<file path="src/rtl/medidor_periodo_pkg.sv">
// Shared definitions for the period monitor: FSM encoding and the nominal
// time-base constants that the divider chain and this monitor agree on.
package medidor_periodo_pkg;

    typedef enum logic [1:0] {
        ST_IDLE    = 2'd0,
        ST_MEASURE = 2'd1,
        ST_LOST    = 2'd2
    } state_t;

    localparam int DEF_WIDTH      = 16;
    localparam int NOMINAL_PERIOD = 512;
    localparam int DEF_TIMEOUT    = 2 * NOMINAL_PERIOD;
    localparam int DEF_PMIN       = NOMINAL_PERIOD - 12;
    localparam int DEF_PMAX       = NOMINAL_PERIOD + 12;

endpackage

</file>
<file path="src/rtl/medidor_periodo_sync_edge.sv">
// Brings the asynchronous input into the clk domain (two flops) and keeps a
// history flop so a rising edge can be detected on the synchronized level.
module sync_edge (
    input  logic clk,
    input  logic rst,
    input  logic in_sig,
    output logic level,
    output logic rise
);

    logic s1_r;
    logic s2_r;
    logic s3_r;

    // synchronizer chain plus history stage
    always_ff @(posedge clk or posedge rst) begin
        if (rst) begin
            s1_r <= 1'b0;
            s2_r <= 1'b0;
            s3_r <= 1'b0;
        end else begin
            s1_r <= in_sig;
            s2_r <= s1_r;
            s3_r <= s2_r;
        end
    end

    assign level = s2_r;
    assign rise  = s2_r & ~s3_r;

endmodule

</file>
<file path="src/rtl/medidor_periodo.sv">
// Period monitor: counts clk cycles between rising edges of a slow input,
// reports each completed period, checks it against a window and flags loss.
module medidor_periodo
    import medidor_periodo_pkg::*;
#(
    parameter int WIDTH   = DEF_WIDTH,
    parameter int TIMEOUT = DEF_TIMEOUT,
    parameter int PMIN    = DEF_PMIN,
    parameter int PMAX    = DEF_PMAX
) (
    input  logic             clk,
    input  logic             rst,
    input  logic             en,
    input  logic             in_sig,
    output logic             edge_tick,
    output logic [WIDTH-1:0] period,
    output logic             valid,
    output logic             in_range,
    output logic             lost
);

    localparam logic [WIDTH-1:0] CNT_LAST = WIDTH'(TIMEOUT - 1);
    localparam logic [WIDTH-1:0] PMIN_W   = WIDTH'(PMIN);
    localparam logic [WIDTH-1:0] PMAX_W   = WIDTH'(PMAX);
    localparam logic [WIDTH-1:0] ONE_W    = WIDTH'(1);
    localparam logic [WIDTH-1:0] ZERO_W   = WIDTH'(0);

    state_t           state_r;
    state_t           state_s;
    logic [WIDTH-1:0] cnt_r;
    logic [WIDTH-1:0] cnt_s;
    logic [WIDTH-1:0] cnt_inc_s;
    logic [WIDTH-1:0] period_s;
    logic             in_range_s;
    logic             valid_s;
    logic             edge_s;

    sync_edge u_sync (
        .clk    (clk),
        .rst    (rst),
        .in_sig (in_sig),
        .level  (),
        .rise   (edge_s)
    );

    // TIMEOUT <= 2^WIDTH-1 keeps this from overflowing
    assign cnt_inc_s = cnt_r + ONE_W;

    // FSM state register
    always_ff @(posedge clk or posedge rst) begin
        if (rst) begin
            state_r <= ST_IDLE;
        end else begin
            state_r <= state_s;
        end
    end

    // next state, counter and measurement results
    always_comb begin
        state_s    = state_r;
        cnt_s      = cnt_r;
        period_s   = period;
        in_range_s = in_range;
        valid_s    = 1'b0;
        if (!en) begin
            state_s = ST_IDLE;
            cnt_s   = ZERO_W;
        end else begin
            case (state_r)
                ST_IDLE: begin
                    cnt_s = ZERO_W;
                    if (edge_s) begin
                        state_s = ST_MEASURE;
                    end else begin
                        state_s = ST_IDLE;
                    end
                end
                ST_MEASURE: begin
                    // an edge on the last count still closes a valid period
                    if (edge_s) begin
                        period_s   = cnt_inc_s;
                        in_range_s = (cnt_inc_s >= PMIN_W) && (cnt_inc_s <= PMAX_W);
                        valid_s    = 1'b1;
                        cnt_s      = ZERO_W;
                    end else if (cnt_r == CNT_LAST) begin
                        state_s = ST_LOST;
                    end else begin
                        cnt_s = cnt_inc_s;
                    end
                end
                ST_LOST: begin
                    if (edge_s) begin
                        state_s = ST_MEASURE;
                        cnt_s   = ZERO_W;
                    end else begin
                        state_s = ST_LOST;
                    end
                end
                default: begin
                    state_s = ST_IDLE;
                    cnt_s   = ZERO_W;
                end
            endcase
        end
    end

    // counter and output registers
    always_ff @(posedge clk or posedge rst) begin
        if (rst) begin
            cnt_r     <= ZERO_W;
            edge_tick <= 1'b0;
            period    <= ZERO_W;
            valid     <= 1'b0;
            in_range  <= 1'b0;
            lost      <= 1'b0;
        end else begin
            cnt_r     <= cnt_s;
            edge_tick <= edge_s;
            period    <= period_s;
            valid     <= valid_s;
            in_range  <= in_range_s;
            lost      <= (state_s == ST_LOST);
        end
    end

endmodule

</file>
<file path="config.mk">
export PLATFORM = sky130hd
export DESIGN_NAME = medidor_periodo
export DESIGN_NICKNAME = d
export VERILOG_FILES = /design/src/rtl/medidor_periodo_pkg.sv /design/src/rtl/medidor_periodo_sync_edge.sv /design/src/rtl/medidor_periodo.sv
export SDC_FILE = /design/constraint.sdc
export NUM_CORES = 1
export LEC_CHECK = 0
export CORE_MARGIN = 10
export CORE_UTILIZATION = 35
export DETAILED_ROUTE_END_ITERATION = 8
export PLACE_DENSITY = 0.65
export SETUP_SLACK_MARGIN = 0.4
export SLEW_MARGIN = 20
export SYNTH_ARGS = -nofsm -noshare
export SYNTH_HDL_FRONTEND = slang
export SYNTH_SLANG_ARGS = --single-unit
</file>
<file path="constraint.sdc">
create_clock -name clk -period 3.05 [get_ports clk]
set_clock_uncertainty 0.2 [all_clocks]
set_input_delay 0.4575 -clock clk [delete_from_list [all_inputs] [get_ports clk]]
set_output_delay 0.4575 -clock clk [all_outputs]
set_load 0.03 [all_outputs]
</file>
Word level (Yosys, flattened, before mapping)

Cells that the tools add are included.

Register bits: 41
Output and inout port bits: 20
Word-level logic and storage cells: 39

Add/subtract/negate cells: 1
Magnitude comparators: 2
Equal/unequal tests: 6
Multiplexer cells: 14
Bitwise gates (word level): 2
Reductions and logical operators: 4

Operators by type and width:

| cell                    | number |
|---|---|
| $mux W16                | 4 |
| $pmux W16 S2            | 1 |
| $add A16 B1 Y16 const B | 1 |
| $eq A16 B10 Y1 const B  | 1 |
| $ge A16 B9 Y1 const B   | 1 |
| $le A16 B10 Y1 const B  | 1 |
| $mux W2                 | 4 |
| $pmux W2 S3             | 1 |
| $eq A2 B2 Y1 const B    | 2 |
| $mux W1                 | 4 |
| $ne A4 B4 Y1 const B    | 1 |
| $ne A3 B3 Y1 const B    | 1 |
| $reduce_and A3 Y1       | 1 |
| $eq A2 B1 Y1 const B    | 1 |
| $logic_not A2 Y1        | 1 |
| $reduce_and A2 Y1       | 1 |
| $and A1 B1 Y1           | 1 |
| $logic_and A1 B1 Y1     | 1 |
| $not A1 Y1              | 1 |

Logic depth before layout (Yosys ltp)

Gate-level depths: netlist of run 1.

Depth after elaboration: 6
Gate-level depth with buffers: 10

Hierarchy

From an unflattened synthesis of run 1, not the netlist that was laid out.

Cells, all modules: 239
Area total of the unflattened synthesis: 2,213.4 sq um

Modules (own cells, without submodules):

| module          | instances | cells each | area each (sq um) |
|---|---|---|---|
| medidor_periodo | 1         | 234        | 2,120.8 |
| sync_edge       | 1         | 5          | 92.6 |

Worst setup path after synthesis of run 1

OpenSTA, ideal clock, no wires.

Path kind: register -> register
From: reg cnt_r[0]
To: reg cnt_r[12]
Library setup time: 0.110 ns
Arrival time: 2.144 ns
Data required time: 2.740 ns
Slack: 0.596 ns
Cell stages (with the launch flop): 11
Buffers on the path: 3
Clock period less this slack: 2.454 ns
Path through: dfrtp_1 > ha_1 > buf_4 > nand4_4 > or3_1 > buf_6 > nor4b_4 > o211a_4 > buf_8 > o21ai_2 > o41ai_1

Word-level cells in the longest chain between the ends: 5

RTL lines:

| item                   | line                   | source |
|---|---|---|
| from (decl)            | medidor_periodo.sv:30  | `logic [WIDTH-1:0] cnt_r;` |
| from (signal assigned) | medidor_periodo.sv:117 | `cnt_r <= cnt_s;` |
| $add A16 B1 Y16        | medidor_periodo.sv:47  | `assign cnt_inc_s = cnt_r + ONE_W;` |
| $mux W16               | medidor_periodo.sv:85  | `end else if (cnt_r == CNT_LAST) begin` |
| $mux W16               | medidor_periodo.sv:80  | `if (edge_s) begin` |
| $pmux W16 S2           | medidor_periodo.sv:69  | `case (state_r)` |
| $mux W16               | medidor_periodo.sv:65  | `if (!en) begin` |

Parallel ways exist; a longest one is shown, timed or not. The select of a mux whose other input is x is not followed.
A chain may end at the register's enable or synchronous reset.

Worst setup path in the final report of run 1

From: reg cnt_r[3]
To: reg in_range

Word-level cells in the longest chain between the ends: 3

RTL lines:

| item                                                   | line                   | source |
|---|---|---|
| $add A16 B1 Y16 (*)                                    | medidor_periodo.sv:47  |  |
| $ge A16 B9 Y1 / $le A16 B10 Y1 (equally long branches) | medidor_periodo.sv:82  | `in_range_s = (cnt_inc_s >= PMIN_W) && (cnt_inc_s <= PMAX_W);` |
| $logic_and A1 B1 Y1 (*)                                | medidor_periodo.sv:82  |  |
| to (signal assigned)                                   | medidor_periodo.sv:121 | `in_range <= in_range_s;` |
| to (decl)                                              | medidor_periodo.sv:18  | `output logic in_range,` |

Every way passes the cells marked *; elsewhere a longest branch is shown, timed or not.

==> impl_metrics.yaml, run 1 <==
outcome:
  status: "complete, no violations"
synth:
  syn_avg_cell_area_um2: 9.494
  yosys_warnings: 0
  synth_top_cell_by_area: "dfrtp_1"
  synth_ff_type: "dfrtp_1"
  synth_fp_nets: 233
  synth_area_um2: 2165
  ys_seq_area_share_pct: 47.40
  ys_types: 46
  syn_inst: 228
  synth-async-reset-ratio_pct: 100.0
  ys_seq_elements: 41
  synth-edff-count: 0
  synth_area_leaders: "dfrtp_1, nor2_1, o21ai_2, o21ai_0, xnor2_1"
  synth_top_cell_area_share_pct: 47.40
clocking:
  cts_buffers: 5
  worstSkewPairLatency_ns: 0.30
  h-tree-depth: 2
  cts_tree: "done"
  path_clk_slew_ns: 0.09
  clock_path_buffers: 2
  cts-root-buf: "clkbuf_8"
  cts_sinks: 41
  ctsHoldBuffers: 0
grt:
  grt_pass1_vias: 1579
  grt_first_pass_wirelength_mm: 8.176
  antenna_found_initial: 0
  grt_max_degree: 42
  overflow: 0
  grt_usage_pct: 9.908
pwr:
  leakagePower_nw: 1.043
  p_per_area_nw_per_um2: 506.6
  irDropWorstVdd_mv: 0.2111
final_layout:
  fin_util_pct: 43.21
  mostFrequentLayoutCells: "dfrtp_1, nor2_1, clkdlybuf4s50_1"
  syn_to_final_growth_pct: 18.90
  fin_area_um2: 2574
  antenna_cells: 0
  mostFrequentLayoutCell: "dfrtp_1"
  finalNonFillerCells: 326
  fillers: 608
  final_nets: 255
  drive_above_1_share_pct: 16.33
setup_path:
  start_kind: "register"
  r2r_setup_slack_ns: 0.59
  rr_endpoint: "in_range"
  crit_path_end: "in_range"
  critical_path_peak_fanout: 11
  worst-r2r-cell-count: 6
  startpoint: "cnt_r[3]"
  worst-setup-path-type: "reg -> reg"
  cp_data_required_time_ns: 3.07
  critPathArrivalTime_ns: 2.48
  end_kind: "register"
  reg2reg_from: "cnt_r[3]"
route:
  vias: 1672
  wl_per_cell_um: 14.18
  drc: 0
  antenna_left: 0
  first_pass_iters: 5
  via_per_inst: 5.129
  dr.first_iter.drc_count: 64
  wirelength_mm: 4.624
place:
  place.gp.congestion: 0.8765
  dp_hpwl_mm: 3.277
  dpl_cell_area_um2: 2437
  port_buffers: 23
  dp_cells: 315
sta:
  fin_crit_sh_pct: 80.58
  final-setup-viol-count: 0
  drv_slew: 0
  fmax_ghz: 0.4069
  tns_ns: 0
  finalCriticalPeriod_ns: 2.458
  slew_headroom_pct: 65.87
  max_slew.worst_pin.slew_ns: 0.5120
  grt_setup_unrepaired: "false"
  hold_viol: 0
job:
  cap_violations: 0
floorplanning:
  io_pins: 24
  core_um2: 5956
  row_count: 28
  initial_core_util_pct: 36.34
  dieArea_um2: 9730
  die_w_um: 98.64
  die_y_um: 98.64
hold_path:
  hp-class: "reg -> reg"
==> state kept, by name (all words and copies together) (netlist names) <==
name	flops
u_sync.level	1
lost	1
state_r	2
valid	1
in_range	1
u_sync.s1_r	1
u_sync.s3_r	1
cnt_r	16
period	16
edge_tick	1
==> worst min path at each step <==
stage	endpoint	depth (start not counted)	from
after floorplan	u_sync.level	0	u_sync.s1_r
after global placement	u_sync.level	0	u_sync.s1_r
after detailed placement	u_sync.level	0	u_sync.s1_r
after CTS	u_sync.level	0	u_sync.s1_r
after global routing	u_sync.level	0	u_sync.s1_r
final	u_sync.level	0	u_sync.s1_r
==> cells in the mapped netlist (3+ instances only) <==
| library cell | n |
|---|---|
| nand3_1 | 6 |
| dfrtp_1 | 41 |
| o21ai_2 | 10 |
| nand2_2 | 3 |
| a31oi_1 | 4 |
| xor2_1 | 5 |
| buf_2 | 7 |
| nand4_1 | 4 |
| o31ai_1 | 6 |
| a21oi_1 | 12 |
| xnor2_1 | 8 |
| nand2_1 | 15 |
| nor3_1 | 8 |
| nand2b_1 | 4 |
| nor2_1 | 30 |
| a22oi_1 | 3 |
| nor2b_1 | 3 |
| clkbuf_1 | 5 |
| o21ai_0 | 15 |
| inv_1 | 7 |
==> per-stage QoR <==
step | setup slack [ns] | power [mW] | hold WS (ns)
floorplan | 0.5955 | 0.8210 | 0.1312
global placement | 0.4138 | 0.9586 | 0.1367
global route | 0.4306 | 1.371 | 0.1603
detailed placement | 0.2964 | 0.9637 | 0.1355
finish | 0.5924 | 1.304 | 0.1524
CTS | 0.4429 | 1.324 | 0.1541
==> report_power, final <==
group / switching [mW] / internal, mW / leakage, nW / total (mW)
Sequential: 0.0292 / 0.601 / 0.533 / 0.630
Clock: 0.200 / 0.158 / 0.0439 / 0.358
Combinational: 0.186 / 0.129 / 0.466 / 0.315
==> repair_timing <==
| action | CTS | global route |
|---|---|---|
| setup endpoints to repair | 16 | 15 |
| resized for setup | 2 | 3 |
| pin swaps | 0 | 1 |
| buffers inserted | 1 | 2 |
==> worst max-delay path, stage by stage (launching register included) <==
cell and delay [ns]:
dfrtp_1 0.58, nand3_1 0.33, nor4_4 0.43, mux2_2 0.37
o21ai_0 0.18, o2111ai_1 0.14, o21ai_1 0.14
==> cells by family after synthesis <==
logic type               Yosys count  synth area share, %
flip-flops                        41                47.40
AO/OA/AOI/OAI                     61                19.13
multiplexers                       2                1.040
AND/OR/NAND/NOR                   86                20.81
XOR/XNOR                          13                5.260
adder cells (fa/ha/maj)            1               0.5779
buffers and inverters             24                5.780
==> area by class of cell <==
| cell class | instances | area, µm² | share of cell area (%) |
|---|---|---|---|
| Clock buffer | 5 | 68.82 | 2.674 |
| Clock inverter | 3 | 17.52 | 0.6806 |
| Inverter | 7 | 26.28 | 1.021 |
| Multi-Input combinational cell | 163 | 1042 | 40.50 |
| Sequential cell | 41 | 1027 | 39.91 |
| Tap cell | 75 | 93.84 | 3.646 |
| Timing Repair Buffer | 32 | 297.8 | 11.57 |
==> routing by layer <==
metal	track usage, %	vias to the layer above	wire (µm)
met5	0	-	0
li1	-	843	-
met2	14.32	32	2052
met1	13.31	791	2251
met3	3.771	6	266
met4	2.977	0	53
Power figures use the tool's default switching activity.
==> inputs of run 2 (changes only) <==
==> constraint.sdc (replaced) <==
create_clock -name clk -period 2.3 [get_ports clk]
set_clock_uncertainty 0.2 [all_clocks]
set_input_delay 0.345 -clock clk [delete_from_list [all_inputs] [get_ports clk]]
set_output_delay 0.345 -clock clk [all_outputs]
set_load 0.03 [all_outputs]
==> impl_metrics.yaml, run 2 (synthesized netlist as in run 1, its figures left out) <==
outcome:
  status: "complete, no violations"
floorplanning:
  die_y_um: 98.64
  core_um2: 5956
  dieArea_um2: 9730
  die_w_um: 98.64
  io_pins: 24
  row_count: 28
  initial_core_util_pct: 36.34
place:
  dpl_cell_area_um2: 2596
  port_buffers: 23
  dp_cells: 334
  place.gp.congestion: 0.9069
  dp_hpwl_mm: 3.268
  dp_slack_ns: 0.04493
setup_path:
  end_kind: "register"
  worst-setup-path-type: "reg -> reg"
  worst-r2r-cell-count: 9
  critical_path_peak_fanout: 5
  rr_endpoint: "in_range"
  start_kind: "register"
  reg2reg_from: "cnt_r[1]"
  cp_data_required_time_ns: 2.33
  critPathArrivalTime_ns: 2.19
  r2r_setup_slack_ns: 0.14
sta:
  finalCriticalPeriod_ns: 2.164
  slew_headroom_pct: 64.61
  grt_setup_unrepaired: "true"
  hold_viol: 0
  max_slew.worst_pin.slew_ns: 0.5309
  fmax_ghz: 0.4622
  drv_slew: 0
  fin_crit_sh_pct: 94.07
  setup_ws_ns: 0.1364
  final-setup-viol-count: 0
clocking:
  cts_tree: "done"
  cts_buffers: 5
  cts_sinks: 41
  worstSkewPairLatency_ns: 0.29
  path_clk_slew_ns: 0.08
  cts-root-buf: "clkbuf_8"
  ctsHoldBuffers: 0
  clock_path_buffers: 2
  h-tree-depth: 2
final_layout:
  syn_to_final_growth_pct: 39.83
  reg_top3: "cnt_r: 16 flops, period: 16 flops, state_r: 2 flops"
  mostFrequentLayoutCell: "dfrtp_1"
  finalNonFillerCells: 356
  antenna_cells: 0
  fin_area_um2: 3027
  drive_above_1_share_pct: 34.16
  mostFrequentLayoutCells: "dfrtp_1, buf_4, nor2_1"
  final_nets: 285
route:
  first_pass_iters: 7
  vias: 1811
  via_per_inst: 5.087
  dr.first_iter.drc_count: 62
  drc: 0
  wl_per_cell_um: 14.90
  wirelength_mm: 5.304
  antenna_left: 0
grt:
  grt_pass1_vias: 1833
  grt_usage_pct: 10.98
  grt_first_pass_wirelength_mm: 9.018
  antenna_found_initial: 0
  overflow: 0
  grt_max_degree: 42
pwr:
  leakagePower_nw: 1.399
  report.power.total_mw: 1.770
  p_per_area_nw_per_um2: 584.7
  irDropWorstVdd_mv: 0.3686
hold_path:
  min_to: "u_sync.level"
  hold_start: "u_sync.s1_r"
  hp-class: "reg -> reg"
  whs_path_depth: 0
job:
  cap_violations: 0
run 2: changes by cell type in the layout (fill, tap and decap cells not counted), sizes merged:
cell / before / now
o211a: 2 / 4
clkinvlp: 1 / 0
clkdlybuf4s50: 23 / 10
dlymetal6s2s: 0 / 13
clkbuf: 5 / 7
clkinv: 2 / 1
buf: 9 / 37
run 2: per-stage QoR:
step / util (%) / setup TNS [ns] / hold slack (ns)
after floorplan: - / -0.01652 / 0.1312
after global placement: 43.59 / 0 / 0.1362
after detailed placement: 43.59 / 0 / 0.1355
after CTS: 48.84 / 0 / 0.1534
after global routing: 50.82 / 0 / 0.1639
final: 50.82 / 0 / 0.1518
run 2: metal layers:
layer	up-vias	global-route usage [%]	share of wire, %
li1	906	-	-
met1	865	14.04	48
met2	28	16.74	46
met3	12	3.352	4.5
met4	0	4.631	2.3
met5	-	0	0
run 2: worst max path at each step:
stage,startpoint,end,slack [ns]
finish,cnt_r[1],in_range,0.14
global route,cnt_r[1],cnt_r[11],0.04
CTS,cnt_r[1],cnt_r[15],0.15
detailed placement,cnt_r[1],cnt_r[4],0.04
global placement,cnt_r[1],cnt_r[11],0.1
floorplan,cnt_r[1],cnt_r[12],-0.02
run 2: final cells by class:
type | instances | area [µm²]
clock buffer | 7 | 96.34
inverter | 7 | 26.28
clock inverter | 1 | 5.005
multi-input combinational | 165 | 1200
timing repair buffer | 60 | 575.6
tap | 75 | 93.84
sequential | 41 | 1030
fill | 557 | 2929
run 2: power breakdown:
part	total (mW)	internal, mW	switching (mW)
registers	0.834	0.797	0.0365
clock network	0.521	0.271	0.249
logic	0.415	0.165	0.250
total	1.77	1.23	0.536
run 2: critical path: stages (launching register included):
cell	delay, ns
dfrtp_1	0.41
ha_4	0.17
nand4_4	0.07
or3_4	0.42
buf_6	0.13
buf_6	0.11
nor2_4	0.15
and3_1	0.18
o2111ai_1	0.11
o21ai_1	0.15
run 2: timing repair:
item | CTS | global route
endpoints found under the setup margin | 22 | 46
resized for setup | 30 | 31
cloned | 2 | 0
buffers inserted | 8 | 4
pin swaps | 15 | 18
